[config.mk]
export PLATFORM = sky130hd
export DESIGN_NAME = ctl_round
export DESIGN_NICKNAME = d
export VERILOG_FILES = /design/src/rtl/dh_pkg.sv /design/src/rtl/frame_timer.sv /design/src/rtl/ctl_round.sv
export SDC_FILE = /design/constraint.sdc
export NUM_CORES = 1
export LEC_CHECK = 0
export CORE_MARGIN = 2
export CORE_UTILIZATION = 50
export DETAILED_ROUTE_END_ITERATION = 12
export GPL_ROUTABILITY_DRIVEN = 0
export GPL_TIMING_DRIVEN = 0
export PLACE_DENSITY = 0.74
export SYNTH_ARGS = -nofsm -noshare
export SYNTH_HDL_FRONTEND = slang
export SYNTH_HIERARCHICAL = 1
export SYNTH_SLANG_ARGS = --single-unit
[constraint.sdc]
create_clock -name clk -period 4.1 [get_ports clk]
set_input_delay 0.615 -clock clk [delete_from_list [all_inputs] [get_ports clk]]
set_output_delay 0.615 -clock clk [all_outputs]
set_load 0.02 [all_outputs]
[src/rtl/dh_pkg.sv]
// Shared types and constants for the Duck Hunt control section.
package dh_pkg;

  // Width of the per-state frame timer; 600-frame flight timeout fits in 10 bits.
  localparam int unsigned TimerW = 10;

  typedef enum logic [2:0] {
    IDLE,
    BANNER,
    LAUNCH,
    FLIGHT,
    RESULT,
    OVER
  } round_state_t;

endpackage

[src/rtl/frame_timer.sv]
// Saturating frame counter with synchronous clear; clear takes priority over count.
module frame_timer #(
  parameter int unsigned Width = 10
) (
  input  logic             clk_i,
  input  logic             rst_ni,
  input  logic             clear_i,
  input  logic             en_i,
  output logic [Width-1:0] count_o
);

  logic [Width-1:0] count_d, count_q;

  // Next count: clear, else increment until all-ones.
  always_comb begin
    count_d = count_q;
    if (clear_i) begin
      count_d = '0;
    end else if (en_i && (count_q != '1)) begin
      count_d = count_q + 1'b1;
    end
  end

  // Count register.
  always_ff @(posedge clk_i or negedge rst_ni) begin
    if (!rst_ni) begin
      count_q <= '0;
    end else begin
      count_q <= count_d;
    end
  end

  assign count_o = count_q;

endmodule

[src/rtl/ctl_round.sv]
// Game-round sequencer: schedules duck launches, refills ammo, tallies hits per round and
// decides round advance or game over.
module ctl_round
  import dh_pkg::*;
#(
  parameter int unsigned DUCKS_PER_ROUND = 10,
  parameter int unsigned NUM_ROUNDS      = 9,
  parameter int unsigned PASS_HITS       = 6,
  parameter int unsigned BANNER_FRAMES   = 120,
  parameter int unsigned LAUNCH_FRAMES   = 45,
  parameter int unsigned TIMEOUT_FRAMES  = 600
) (
  input  logic       clk,
  input  logic       rst,
  input  logic       new_frame,
  input  logic       pause,
  input  logic       reload,
  input  logic       hit,
  input  logic       duck_show,
  output logic       duck_launch,
  output logic       ammo_refill,
  output logic [3:0] round_num,
  output logic [3:0] round_hits,
  output logic [3:0] duck_idx,
  output logic       banner,
  output logic       game_over
);

  localparam logic [TimerW-1:0] BannerLast  = TimerW'(BANNER_FRAMES - 1);
  localparam logic [TimerW-1:0] LaunchLast  = TimerW'(LAUNCH_FRAMES - 1);
  localparam logic [TimerW-1:0] TimeoutLast = TimerW'(TIMEOUT_FRAMES - 1);
  localparam logic [3:0]        DucksMax    = 4'(DUCKS_PER_ROUND);
  localparam logic [3:0]        RoundsMax   = 4'(NUM_ROUNDS);
  localparam logic [3:0]        PassMin     = 4'(PASS_HITS);

  round_state_t state_d, state_q;
  logic [3:0]   round_d, round_q;
  logic [3:0]   hits_d, hits_q;
  logic [3:0]   idx_d, idx_q;
  logic         launch_d, launch_q;
  logic         banner_d, banner_q;
  logic         over_d, over_q;
  // Flight bookkeeping: duck seen on screen, and events captured while paused.
  logic         armed_d, armed_q;
  logic         hit_pend_d, hit_pend_q;
  logic         esc_pend_d, esc_pend_q;

  logic              tick;
  logic              timer_clear;
  logic [TimerW-1:0] timer;
  logic              hit_ev;
  logic              esc_ev;

  assign tick   = new_frame && !pause;
  assign hit_ev = hit || hit_pend_q;
  assign esc_ev = (armed_q && !duck_show) || esc_pend_q;

  // Timer restarts on every state entry, including BANNER re-entry via reload.
  assign timer_clear = (state_d != state_q) || reload;

  frame_timer #(
    .Width (TimerW)
  ) u_frame_timer (
    .clk_i   (clk),
    .rst_ni  (rst),
    .clear_i (timer_clear),
    .en_i    (tick),
    .count_o (timer)
  );

  // Next-state, counter updates and launch decision.
  always_comb begin
    state_d    = state_q;
    round_d    = round_q;
    hits_d     = hits_q;
    idx_d      = idx_q;
    launch_d   = 1'b0;
    armed_d    = armed_q;
    hit_pend_d = hit_pend_q;
    esc_pend_d = esc_pend_q;

    if (state_q != FLIGHT) begin
      armed_d    = 1'b0;
      hit_pend_d = 1'b0;
      esc_pend_d = 1'b0;
    end

    if (reload) begin
      state_d = BANNER;
      round_d = 4'd1;
      hits_d  = '0;
      idx_d   = '0;
    end else begin
      unique case (state_q)
        IDLE: ;
        BANNER: begin
          if (tick && (timer == BannerLast)) state_d = LAUNCH;
        end
        LAUNCH: begin
          if (tick && (timer == LaunchLast)) begin
            state_d  = FLIGHT;
            launch_d = 1'b1;
            idx_d    = idx_q + 4'd1;
          end
        end
        FLIGHT: begin
          if (duck_show) armed_d = 1'b1;
          if (pause) begin
            // Hold state but remember what happened so it resolves on resume.
            if (hit) hit_pend_d = 1'b1;
            if (armed_q && !duck_show) esc_pend_d = 1'b1;
          end else if (hit_ev) begin
            state_d = RESULT;
            hits_d  = (hits_q == 4'hf) ? hits_q : hits_q + 4'd1;
          end else if (esc_ev) begin
            state_d = RESULT;
          end else if (tick && (timer == TimeoutLast)) begin
            state_d = RESULT;
          end
        end
        RESULT: begin
          if (!pause && !duck_show) begin
            if (idx_q < DucksMax) begin
              state_d = LAUNCH;
            end else if (hits_q < PassMin) begin
              state_d = OVER;
            end else if (round_q == RoundsMax) begin
              state_d = OVER;
            end else begin
              state_d = BANNER;
              round_d = round_q + 4'd1;
              hits_d  = '0;
              idx_d   = '0;
            end
          end
        end
        OVER: ;
        default: state_d = IDLE;
      endcase
    end

    banner_d = (state_d == BANNER);
    over_d   = (state_d == OVER);
  end

  // State, counter and registered-output flops.
  always_ff @(posedge clk or negedge rst) begin
    if (!rst) begin
      state_q    <= IDLE;
      round_q    <= '0;
      hits_q     <= '0;
      idx_q      <= '0;
      launch_q   <= 1'b0;
      banner_q   <= 1'b0;
      over_q     <= 1'b0;
      armed_q    <= 1'b0;
      hit_pend_q <= 1'b0;
      esc_pend_q <= 1'b0;
    end else begin
      state_q    <= state_d;
      round_q    <= round_d;
      hits_q     <= hits_d;
      idx_q      <= idx_d;
      launch_q   <= launch_d;
      banner_q   <= banner_d;
      over_q     <= over_d;
      armed_q    <= armed_d;
      hit_pend_q <= hit_pend_d;
      esc_pend_q <= esc_pend_d;
    end
  end

  assign duck_launch = launch_q;
  assign ammo_refill = launch_q;
  assign round_num   = round_q;
  assign round_hits  = hits_q;
  assign duck_idx    = idx_q;
  assign banner      = banner_q;
  assign game_over   = over_q;

endmodule
==> results.sh <==
export IMPL_rsz0062_at_grt="false"
export IMPL_antenna_found_initial=0
export IMPL_synth_xor_xnor_area_share_pct=3.15
export IMPL_switching_share_pct=21.8
export IMPL_top_layer_used="met4"
export IMPL_synthDistinctLibCells=53
export IMPL_slew_headroom_pct=49.4
export IMPL_die_w_um=66.4
export IMPL_wl_met1_mm=2.02
export IMPL_p_sw_uw=145
export IMPL_rows=22
export IMPL_ioPinCount=23
export IMPL_synth_compound_area_share_pct=16.7
export IMPL_clock_skew_ns=0.0100
export IMPL_peakVddDrop_mv=0.154
export IMPL_synth_adder_area_share_pct=3.21
export IMPL_synth_top_area_share_pct=39.8
export IMPL_core_area_um2=3720
export IMPL_wl_per_cell_um=15.4
export IMPL_final_nets=244
export IMPL_wirelength_mm=4.32
export IMPL_synth_area_um2=1950
export IMPL_power_leakage_nw=0.915
export IMPL_cts_sinks=31
export IMPL_worst_pin_slew_ns=0.752
export IMPL_seq_area_frac_synth_pct=39.8
export IMPL_numPortBuffers=21
export IMPL_clockPowerShare_pct=46.9
export IMPL_syn_inst=204
export IMPL_syn_nets=216
export IMPL_drive_gt1_share_pct=10.3
export IMPL_place_area_um2=2210
export IMPL_muxShareOfSynthArea_pct=1.16
export IMPL_crit_arrival_ns=3.30
export IMPL_antennaDiodeCount=0
export IMPL_slew_violations=0
export IMPL_pre_cts_ws_ns=0.726
export IMPL_synth_edf_count=0
export IMPL_r2r_end="u_frame_timer/count_o[7]$_DFFE_PN0P_"
export IMPL_worst_setup_path_end_kind="register"
export IMPL_wl_met2_mm=2.10
export IMPL_hold_viol=0
export IMPL_grt_max_degree=32
export IMPL_hp_class="primary input to asynchronous set/reset pin"
export IMPL_grt_pass1_vias=1587
export IMPL_drv_cap=0
export IMPL_max_freq_ghz=0.319
export IMPL_insertion_delay_ns=0.29
export IMPL_internal_power_uw=519
export IMPL_drt_pass1_iterations=5
export IMPL_yosys_top_cells_area="dfrtp_1 40%, nor2_1 4.4%, nor2b_1 3.5%"
export IMPL_cp_max_fo=10
export IMPL_setup_violations=0
export IMPL_synth_most_common_cell="dfrtp_1"
export IMPL_synth_top_family_by_area="simple AND/OR/NAND/NOR gates"
export IMPL_grt_pass1_wl_mm=7.52
export IMPL_run_status="complete, no violations"
export IMPL_die_height_um=66.4
export IMPL_timing_final_crit_share_pct=76.5
export IMPL_critical_path_max_stage_delay_ns=0.56
export IMPL_postCtsSetupRepairBufs=0
export IMPL_syn_to_final_growth_pct=19.7
export IMPL_gr_total_overflow=0
export IMPL_rr_startpoint="u_frame_timer/count_o[7]$_DFFE_PN0P_"
export IMPL_die_area_um2=4410
export IMPL_setup_tns_final_ns=0
export IMPL_post_cts_resized=0
export IMPL_r2r_cells=8
export IMPL_synthSimpleGateAreaFrac_pct=32.4
export IMPL_h_tree_depth=2
export IMPL_ys_ff_latch=31
export IMPL_grt_usage_pct=22.4
export IMPL_clk_pin_slew_ns=0.07
export IMPL_cts_hold_buf=0
export IMPL_hpwl_mm=3.03
export IMPL_vias=1692
export IMPL_clockRootBuffer="clkbuf_8"
export IMPL_vias_per_cell=6.02
export IMPL_drc=0
export IMPL_start_kind="register"
export IMPL_critPathKind="register to register"
export IMPL_regToRegSetupSlack_ns=0.96
export IMPL_yosys_warnings=6
export IMPL_pwr_share_comb_pct=5.7
export IMPL_p_seq_share_pct=47.4
export IMPL_synthFlopType="dfrtp_1"
export IMPL_cts_tree="built"
export IMPL_cp_cell_sequence="or3b_4 -> or4_4 -> a21oi_1 -> nor3b_2 -> a211o_1 -> clkbuf_1 -> nor2_1 -> mux2_1"
export IMPL_cp_required_ns=4.27
export IMPL_fin_hold_ws_ns=0.362
export IMPL_clockBufferDepth=2
export IMPL_async_flop_share_pct=100
export IMPL_synth_commonest_cells="31 x dfrtp_1, 23 x nor2_1, 11 x nand2_1, 11 x nor2b_1, 9 x a21oi_1"
export IMPL_postRouteAntennaNets=0
export IMPL_post_route_min_period_ns=3.14
export IMPL_p_total_uw=663
export IMPL_design_area_um2=2330
export IMPL_timing_final_ws_setup_ns=0.963
export IMPL_powerDensity_nw_per_um2=285
export IMPL_cts_made_buffers=5
export IMPL_routed_wl_met3_um=162
export IMPL_synth_top_area_cell="dfrtp_1"
export IMPL_initial_core_util_pct=52.4
export IMPL_worst_path_max_delay_cell="or4_4"
export IMPL_avgSynthCellArea_um2=9.55
export IMPL_drt_iter0_markers=70
-- power groups by stage --
stage | registers, mW | logic, mW | clock network [mW]
2_1_floorplan | 0.318 | 0.0214 | 0
3_3_place_gp | 0.320 | 0.0383 | 0
3_5_place_dp | 0.320 | 0.0383 | 0
4_1_cts | 0.315 | 0.0385 | 0.318
5_1_grt | 0.315 | 0.0434 | 0.335
6_report | 0.315 | 0.0378 | 0.311
-- area by class of cell --
| type | instances | area (um^2) |
|---|---|---|
| Fill cell | 342 | 1390 |
| Multi-Input combinational cell | 158 | 1100 |
| Sequential cell | 31 | 776 |
| Timing Repair Buffer | 21 | 205 |
| Clock buffer | 6 | 82.6 |
| Tap cell | 48 | 60.1 |
| Buffer | 7 | 38.8 |
| Clock inverter | 2 | 35.0 |
| Inverter | 8 | 30.0 |
-- per-layer routing --
layer / track usage, % / vias up
li1: - / 821
met1: 29.1 / 836
met2: 37.5 / 31
met3: 4.60 / 4
met4: 6.63 / 0
met5: 0 / -
-- cell usage in the layout (no fill, tap or decap), types with 4 or more instances in the layout --
cell / count
dfrtp_1: 31
nor2_1: 23
clkdlybuf4s50_1: 20
nor2b_1: 11
nand2_1: 11
a21oi_1: 9
inv_1: 8
nand3_1: 8
nor4_1: 6
nand4_1: 6
clkbuf_8: 6
nor3_1: 5
a31oi_1: 5
ha_1: 5
clkbuf_1: 4
nand3b_1: 4
a211oi_1: 4
or3b_1: 4
xnor2_1: 4
and3_1: 4
-- state kept, by name (all words and copies together), names as in the netlist --
signal and cells:
round_hits 4, hit_pend_q 1, esc_pend_q 1, duck_idx 4, u_frame_timer/count_o 10, round_num 4, game_over 1, ammo_refill 1
armed_q 1, state_q 3, banner 1
-- critical path, delay by kind of cell (launching register included) --
family / cells / cell delay, ns
AO/OA/AOI/OAI: 2 / 0.46
buffers and inverters: 1 / 0.39
flip-flops: 1 / 0.43
multiplexers: 1 / 0.30
AND/OR/NAND/NOR: 4 / 1.42
-- stage by stage --
| stage | utilization (%) | std cells |
|---|---|---|
| floorplan | - | 204 |
| global placement | 59.7 | 273 |
| detailed placement | 59.6 | 273 |
| CTS | 62.7 | 281 |
| global route | 62.7 | 281 |
| finish | 62.7 | 281 |
-- kinds of logic after synthesis --
family	after synthesis
buffers and inverters	15
multiplexers	2
AND/OR/NAND/NOR	104
adder cells (fa/ha/maj)	5
flip-flops	31
XOR/XNOR	7
AO/OA/AOI/OAI	40
-- how the worst max path moves through the flow --
stage	startpoint	to	cells after the start
floorplan	pause	u_frame_timer/count_o[7]$_DFFE_PN0P_	9
global placement	new_frame	u_frame_timer/count_o[9]$_DFFE_PN0P_	9
detailed placement	new_frame	u_frame_timer/count_o[9]$_DFFE_PN0P_	9
CTS	u_frame_timer/count_o[7]$_DFFE_PN0P_	u_frame_timer/count_o[9]$_DFFE_PN0P_	8
global route	u_frame_timer/count_o[7]$_DFFE_PN0P_	u_frame_timer/count_o[7]$_DFFE_PN0P_	8
finish	u_frame_timer/count_o[7]$_DFFE_PN0P_	u_frame_timer/count_o[7]$_DFFE_PN0P_	8
Note: power is estimated with default switching activity, not from simulation.
